--- config.mk ---
export PLATFORM = sky130hd
export DESIGN_NAME = byte_unstriping_flat
export DESIGN_NICKNAME = d
export VERILOG_FILES = /design/src/rtl/byte_unstriping_if.sv /design/src/rtl/byte_unstriping.sv /design/src/flat_wrapper.sv
export SDC_FILE = /design/constraint.sdc
export NUM_CORES = 1
export LEC_CHECK = 0
export ABC_AREA = 1
export CORE_ASPECT_RATIO = 2
export CORE_MARGIN = 4
export CORE_UTILIZATION = 57
export CTS_CLUSTER_SIZE = 12
export DETAILED_ROUTE_END_ITERATION = 16
export PLACE_DENSITY = 0.91
export SLEW_MARGIN = 40
export SYNTH_ARGS = -nofsm -noshare
export SYNTH_HDL_FRONTEND = slang
export SYNTH_SLANG_ARGS = --single-unit
--- constraint.sdc ---
create_clock -name clk_2f -period 2.9 [get_ports clk_2f]
set_input_delay 0.87 -clock clk_2f [delete_from_list [all_inputs] [get_ports clk_2f]]
set_output_delay 0.87 -clock clk_2f [all_outputs]
set_load 0.02 [all_outputs]
--- src/rtl/byte_unstriping_if.sv ---
// Bus bundle between the two-lane striper side and the byte unstriper.
// The master drives lane bytes and realign. The slave returns the merged stream and the per-lane status.
interface byte_unstriping_if #(
    parameter int DATA_WIDTH = 8,
    parameter int DEPTH      = 4
);
    localparam int FILL_W = $clog2(DEPTH) + 1;

    logic                  realign;
    logic [DATA_WIDTH-1:0] data_stripe_0;
    logic                  valid_stripe_0;
    logic [DATA_WIDTH-1:0] data_stripe_1;
    logic                  valid_stripe_1;
    logic [DATA_WIDTH-1:0] data_out;
    logic                  valid_out;
    logic [FILL_W-1:0]     fill_0;
    logic [FILL_W-1:0]     fill_1;
    logic                  overflow_0;
    logic                  overflow_1;

    modport master (
        output realign, data_stripe_0, valid_stripe_0, data_stripe_1, valid_stripe_1,
        input  data_out, valid_out, fill_0, fill_1, overflow_0, overflow_1
    );

    modport slave (
        input  realign, data_stripe_0, valid_stripe_0, data_stripe_1, valid_stripe_1,
        output data_out, valid_out, fill_0, fill_1, overflow_0, overflow_1
    );
endinterface

--- src/rtl/byte_unstriping.sv ---
// Merges two striped byte lanes back into one stream. Lane 0 carries the even bytes and is read first.
// Each lane has its own FIFO to absorb the skew between lanes. An overflow on either lane sets a sticky flag.
module byte_unstriping #(
    parameter int DATA_WIDTH = 8,
    parameter int DEPTH      = 4
) (
    input logic              clk_2f,
    input logic              reset,
    byte_unstriping_if.slave bus
);
    localparam int AW = $clog2(DEPTH);
    localparam int PW = AW + 1;

    typedef enum logic {LANE_0 = 1'b0, LANE_1 = 1'b1} lane_t;

    lane_t                 sel;
    lane_t                 sel_next;
    logic [PW-1:0]         wr_ptr [2];
    logic [PW-1:0]         rd_ptr [2];
    logic [DATA_WIDTH-1:0] mem [2][DEPTH];
    logic [DATA_WIDTH-1:0] lane_data [2];
    logic [1:0]            lane_valid;
    logic [1:0]            empty;
    logic [1:0]            full;
    logic [1:0]            pop;
    logic [1:0]            push;
    logic [1:0]            drop;
    logic [DATA_WIDTH-1:0] head;
    logic [DATA_WIDTH-1:0] data_q;
    logic                  valid_q;
    logic [1:0]            overflow;

    assign lane_valid   = {bus.valid_stripe_1, bus.valid_stripe_0};
    assign lane_data[0] = bus.data_stripe_0;
    assign lane_data[1] = bus.data_stripe_1;

    // A full lane can still accept a byte on an edge where its head is popped.
    always_comb begin
        empty = '0;
        full  = '0;
        push  = '0;
        drop  = '0;
        for (int i = 0; i < 2; i++) begin
            empty[i] = (wr_ptr[i] == rd_ptr[i]);
            full[i]  = ((wr_ptr[i] ^ rd_ptr[i]) == PW'(DEPTH));
        end
        pop[0] = !bus.realign && (sel == LANE_0) && !empty[0];
        pop[1] = !bus.realign && (sel == LANE_1) && !empty[1];
        for (int i = 0; i < 2; i++) begin
            push[i] = !bus.realign && lane_valid[i] && (!full[i] || pop[i]);
            drop[i] = !bus.realign && lane_valid[i] && full[i] && !pop[i];
        end
        head = (sel == LANE_0) ? mem[0][rd_ptr[0][AW-1:0]] : mem[1][rd_ptr[1][AW-1:0]];
    end

    always_comb begin
        sel_next = sel;
        if (bus.realign)
            sel_next = LANE_0;
        else if (|pop)
            sel_next = (sel == LANE_0) ? LANE_1 : LANE_0;
    end

    always_ff @(posedge clk_2f) begin
        if (reset)
            sel <= LANE_0;
        else
            sel <= sel_next;
    end

    // Realign flushes the datapath the same way reset does, but it keeps the sticky overflow flags.
    always_ff @(posedge clk_2f) begin
        if (reset) begin
            for (int i = 0; i < 2; i++) begin
                wr_ptr[i] <= '0;
                rd_ptr[i] <= '0;
            end
            data_q   <= '0;
            valid_q  <= 1'b0;
            overflow <= '0;
        end else if (bus.realign) begin
            for (int i = 0; i < 2; i++) begin
                wr_ptr[i] <= '0;
                rd_ptr[i] <= '0;
            end
            data_q  <= '0;
            valid_q <= 1'b0;
        end else begin
            for (int i = 0; i < 2; i++) begin
                if (push[i])
                    wr_ptr[i] <= wr_ptr[i] + PW'(1);
                if (pop[i])
                    rd_ptr[i] <= rd_ptr[i] + PW'(1);
                if (drop[i])
                    overflow[i] <= 1'b1;
            end
            valid_q <= |pop;
            data_q  <= (|pop) ? head : '0;
        end
    end

    always_ff @(posedge clk_2f) begin
        for (int i = 0; i < 2; i++) begin
            if (push[i])
                mem[i][wr_ptr[i][AW-1:0]] <= lane_data[i];
        end
    end

    assign bus.data_out   = data_q;
    assign bus.valid_out  = valid_q;
    assign bus.fill_0     = wr_ptr[0] - rd_ptr[0];
    assign bus.fill_1     = wr_ptr[1] - rd_ptr[1];
    assign bus.overflow_0 = overflow[0];
    assign bus.overflow_1 = overflow[1];
endmodule
--- src/flat_wrapper.sv ---
// flat-port wrapper written by rule: the top's interface ports become plain ports
module byte_unstriping_flat 
#(
    parameter int DATA_WIDTH = 8,
    parameter int DEPTH      = 4
)
  (clk_2f, reset, bus_realign, bus_data_stripe_0, bus_valid_stripe_0, bus_data_stripe_1, bus_valid_stripe_1, bus_data_out, bus_valid_out, bus_fill_0, bus_fill_1, bus_overflow_0, bus_overflow_1);
  byte_unstriping_if #(.DATA_WIDTH(DATA_WIDTH), .DEPTH(DEPTH)) bus_i ();
  input logic clk_2f;
  input logic reset;
  input wire logic [$bits(bus_i.realign)-1:0] bus_realign;
  input wire logic [$bits(bus_i.data_stripe_0)-1:0] bus_data_stripe_0;
  input wire logic [$bits(bus_i.valid_stripe_0)-1:0] bus_valid_stripe_0;
  input wire logic [$bits(bus_i.data_stripe_1)-1:0] bus_data_stripe_1;
  input wire logic [$bits(bus_i.valid_stripe_1)-1:0] bus_valid_stripe_1;
  output wire logic [$bits(bus_i.data_out)-1:0] bus_data_out;
  output wire logic [$bits(bus_i.valid_out)-1:0] bus_valid_out;
  output wire logic [$bits(bus_i.fill_0)-1:0] bus_fill_0;
  output wire logic [$bits(bus_i.fill_1)-1:0] bus_fill_1;
  output wire logic [$bits(bus_i.overflow_0)-1:0] bus_overflow_0;
  output wire logic [$bits(bus_i.overflow_1)-1:0] bus_overflow_1;
  assign bus_i.realign = bus_realign;
  assign bus_i.data_stripe_0 = bus_data_stripe_0;
  assign bus_i.valid_stripe_0 = bus_valid_stripe_0;
  assign bus_i.data_stripe_1 = bus_data_stripe_1;
  assign bus_i.valid_stripe_1 = bus_valid_stripe_1;
  assign bus_data_out = bus_i.data_out;
  assign bus_valid_out = bus_i.valid_out;
  assign bus_fill_0 = bus_i.fill_0;
  assign bus_fill_1 = bus_i.fill_1;
  assign bus_overflow_0 = bus_i.overflow_0;
  assign bus_overflow_1 = bus_i.overflow_1;
  byte_unstriping #(.DATA_WIDTH(DATA_WIDTH), .DEPTH(DEPTH)) u_core (.clk_2f(clk_2f), .reset(reset), .bus(bus_i));
endmodule
# == Word-level counts from Yosys, hierarchy flattened ==
# Memories as Yosys holds them, arrays and structs flattened.
# Cells that the tools add are included.
# totals
regBits,12
latchBits,0
ram_bits,76
rom_bits,0
input_bits,21
output_inout_bits,17
word_cells,112
n_memories,3
# mem_list
name,words,width,read_ports,rd_clocked_by_memory_dff,wr,line,text
u_core.mem,2,32,2,0,2,byte_unstriping.sv:20,logic [DATA_WIDTH-1:0] mem [2][DEPTH];
u_core.rd_ptr,2,3,2,0,2,byte_unstriping.sv:19,logic [PW-1:0] rd_ptr [2];
u_core.wr_ptr,2,3,2,0,2,byte_unstriping.sv:18,logic [PW-1:0] wr_ptr [2];
# op_classes
addsub,6
mul,0
div,0
magnitude_cmp,6
eq_ne,4
n_shift,0
n_mux,43
bitwise,17
reduce_logical,28
# ops
operator,count
2-to-1 mux 32 bit,2
2-to-1 mux 8 bit,7
binary-select mux 8 bit (select 2 bit),2
demux 8 bit (select 2 bit),2
2-to-1 mux 3 bit,8
2-to-1 mux 1 bit,22
logical AND 1 bit,14
"adder 3 x 1 -> 3 bit, second input constant",4
">= comparator 3 bit, second input constant",4
NOT 2 -> 3 bit,4
OR 1 bit,8
logical NOT 1 bit,7
equality test 3 bit,2
"equality test 3 bit, second input constant",2
"less-than comparator 3 x 1 -> 1 bit, second input constant",2
subtractor 3 bit,2
XOR 3 bit,2
AND reduction 2 bit,2
OR reduction 2 bit,2
NOT 1 bit,3
OR reduction 3 bit,1
logical OR 1 bit,2

# == Depth between registers and ports, before layout ==
# depth
ltp_word,10
ltp_mapped,10
depth_no_buf,8

# == Worst setup path after synthesis ==
# Ideal clock, no wire load.
# synth_timing
path_kind,register -> output
from,mem u_core.wr_ptr[0][3] in the netlist's numbering
to,out bus_fill_1[2]
arrival_ns,1.537
t_required_ns,2.030
slack_ns,0.493
path_stages_with_launch,6
n_path_buf,0
path_cell_list,edfxtp_1 inv_1 ha_1 inv_1 fa_1 xnor2_1
# synth_lines
element,line,text
start: declaration,byte_unstriping.sv:18,
end: declaration,flat_wrapper.sv:19,output wire logic [$bits(bus_i.fill_1)-1:0] bus_fill_1;

==> flow_metrics.env <==
export IMPL_run_status="finished clean"
export IMPL_globalRouteMet3Util_pct=5.70
export IMPL_share_of_cells_above_drive_strength_1_pct=11.6
export IMPL_floorplan_die_height_um=126
export IMPL_muxShareOfSynthArea_pct=0
export IMPL_detail_route_iter0_violations=226
export IMPL_fp_coreArea_um2=6670
export IMPL_multi_input_combinational_cell_area_um2=1140
export IMPL_wl_um=7840
export IMPL_cellLeakagePower_nw=1.98
export IMPL_critPathCaptureType="output pin"
export IMPL_nets=464
export IMPL_timing_final_ws_setup_ns=0.0604
export IMPL_cts_buffers=9
export IMPL_cts_sinks=88
export IMPL_dr_total_vias=2657
export IMPL_worst_endpoint_required_ns=2.03
export IMPL_ys_seq_area_share_pct=63.8
export IMPL_place_congestion=0.864
export IMPL_totalNegativeSetupSlack_ns=0
export IMPL_vias_per_cell=5.11
export IMPL_layout_worst_path_cycle_share_pct=97.9
export IMPL_placement_rows=42
export IMPL_yosys_top_cells_area="edfxtp_1 58%, nand2_1 12%, dfxtp_1 6.1%"
export IMPL_synth_nets=411
export IMPL_clock_pin_slew_reported_for_the_worst_setup_and_hold_paths_after_clock_tree_synthesis_ns=0.06
export IMPL_path_class="reg -> out"
export IMPL_antenna_found_initial=0
export IMPL_netlist_cell_type_count=24
export IMPL_cts_max_path_buffers=2
export IMPL_timing_final_setup_violations=0
export IMPL_overflow=0
export IMPL_postSynth_topFlopCell="edfxtp_1"
export IMPL_grt_pass1_wl_um=13200
export IMPL_regArea_um2=2520
export IMPL_diodes=0
export IMPL_synth_top_cell_area_share_pct=57.7
export IMPL_synth_xor_xnor_area_share_pct=1.33
export IMPL_root_buffer="clkbuf_16"
export IMPL_worstHoldStart="u_core.overflow[0]$_SDFFE_PP0P_"
export IMPL_max_vdd_drop_v=0.000478
export IMPL_synth_top_cell_by_area="edfxtp_1"
export IMPL_min_delay_path_class="reg -> reg"
export IMPL_number_of_warning_messages_in_the_yosys_log=0
export IMPL_grt_busiest_layer="met2"
export IMPL_worst_case_setup_slack_after_placement_ns=0.0670
export IMPL_synth_compound_gate_area_share_pct=1.36
export IMPL_timing_fmax_mhz=352
export IMPL_grt_pass1_vias=2949
export IMPL_synth_top_family_by_area="simple AND/OR/NAND/NOR gates"
export IMPL_post_synth_most_frequent_cells="123 x nand2_1, 76 x edfxtp_1, 47 x inv_1, 34 x nand3_1, 18 x nor2_1"
export IMPL_synth_most_common_cell="nand2_1"
export IMPL_cts_hold_buffers=0
export IMPL_drt_pass1_iterations=4
export IMPL_synth_edff_count=76
export IMPL_use_met2_pct=38.2
export IMPL_critPathLaunch="u_core.wr_ptr[0][3]$_SDFFCE_PN0P_"
export IMPL_timing_max_slew_rel_slack_pct=63.0
export IMPL_start_util_pct=59.3
export IMPL_postSynth_asyncResetShare_pct=0
export IMPL_route_detailed_drc=0
export IMPL_syn_avg_cell_area_um2=10.6
export IMPL_crit_fanout=3
export IMPL_final_period_minus_worst_setup_slack_ns=2.84
export IMPL_grt_max_degree=20
export IMPL_worst_slew_pin_transition_ns=0.555
export IMPL_clock_insertion_delay_worst_skew_ns=0.34
export IMPL_timing_critical_path_from_type="register"
export IMPL_flow_area_growth_from_synthesis_pct=19.5
export IMPL_crit_reg2reg_launch="u_core.rd_ptr[0][1]$_SDFFCE_PP0P_"
export IMPL_worst_r2r_setup_slack_ns=0.87
export IMPL_dpl_hpwl_um=5450
export IMPL_floorplan_die_area_um2=8420
export IMPL_number_of_max_capacitance_violations_reported=0
export IMPL_fillers=439
export IMPL_routedWlPerCell_um=15.1
export IMPL_port_buffer_count=37
export IMPL_syn_inst=374
export IMPL_antenna_violating_nets_post_route=0
export IMPL_cellPowerDensity_nw_per_um2=666
export IMPL_use_met1_pct=20.0
export IMPL_clock_skew_final_ns=0.00769
export IMPL_h_tree_levels=3
export IMPL_die_outline_width_um=66.9
export IMPL_synthAdderAreaFrac_pct=5.44
export IMPL_track_usage_pct=21.2
export IMPL_cts_tree="done"
export IMPL_top_level_ports=38
export IMPL_unrepaired_setup_endpoints_after_global_routing="true"
export IMPL_ys_seq_elements=88
export IMPL_number_of_pins_exceeding_their_max_slew_limit_in_the_final_report=0
export IMPL_cp_arrival_ns=1.97
export IMPL_synth_cell_area_um2=3960
export IMPL_final_hold_violation_count=0
export IMPL_synth_simple_gate_area_share_pct=20.6
[cells in the final DEF, fill, tap and decap left out, types with 3 or more instances in the layout]
cell             count
a21oi_1              9
buf_4               15
clkbuf_16            9
clkdlybuf4s50_1     33
dfxtp_1             12
edfxtp_1            76
ha_1                14
inv_1               47
inv_2                3
nand2_1            123
nand3_1             34
nor2_1              18
nor2_2              10
xnor2_1              5
[layer usage]
layer	vias up	part of all wire (%)
met5	-	0
met1	1269	34
met3	9	4.1
li1	1311	-
met4	0	1.6
met2	68	60
[per-stage QoR]
step | hold slack (ns) | util (%) | total power, mW | cell area [µm²] | std cells
after floorplan | 0.520 | - | 1.91 | 3960 | 374
after global placement | 0.438 | 66.6 | 2.09 | 4450 | 503
after detailed placement | 0.448 | 66.6 | 2.12 | 4450 | 503
after CTS | 0.460 | 70.7 | 3.17 | 4720 | 519
after global routing | 0.477 | 70.8 | 3.29 | 4730 | 520
final | 0.458 | 70.8 | 3.15 | 4730 | 520
[cell families (layout without fill, tap and decap cells)]
family | after synthesis | after routing
buf+inv | 63 | 121
xor+xnor | 6 | 6
simple gates | 191 | 191
fa+ha+maj | 16 | 16
compound gates | 10 | 10
flops | 88 | 88
[state kept, by name (all words and copies together) (netlist names)]
register              cells
u_core.bus.data_out       8
u_core.bus.valid_out      1
u_core.mem               64
u_core.overflow           2
u_core.rd_ptr             6
u_core.sel                1
u_core.wr_ptr             6
[critical path, cell delays in order (launching register included)]
cell,delay (ns)
edfxtp_1,0.40
inv_1,0.12
ha_1,0.16
inv_1,0.05
fa_1,0.43
xnor2_1,0.16
clkdlybuf4s15_1,0.31
[where the power goes]
group | leakage, nW | internal [mW] | switching (mW)
sequential | 0.813 | 1.45 | 0.0333
clock | 0.133 | 0.607 | 0.448
combinational | 1.03 | 0.233 | 0.378
[path summary, 6_finish.rpt]
path	to	cells past startpoint
worst max-delay path	bus_fill_1[2]	6
worst max register to register	u_core.mem[0][11]$_DFFE_PP_	9
worst min register to register	u_core.overflow[0]$_SDFFE_PP0P_	2
worst min-delay path	u_core.overflow[0]$_SDFFE_PP0P_	2
[timing repair]
item                       CTS  global route
gates resized for setup      5             3
hold endpoints to repair     0             0
setup endpoints to repair    4             4
setup buffers                0             1
gates cloned                 0             0
[area by class of cell]
| class | instances | share of cell area [%] |
|---|---|---|
| Clock buffer | 12 | 5.22 |
| Clock inverter | 4 | 0.635 |
| Inverter | 53 | 4.32 |
| Multi-Input combinational cell | 223 | 24.0 |
| Sequential cell | 88 | 53.4 |
| Tap cell | 88 | 2.33 |
| Timing Repair Buffer | 52 | 10.1 |
Power figures use the tool's default switching activity.
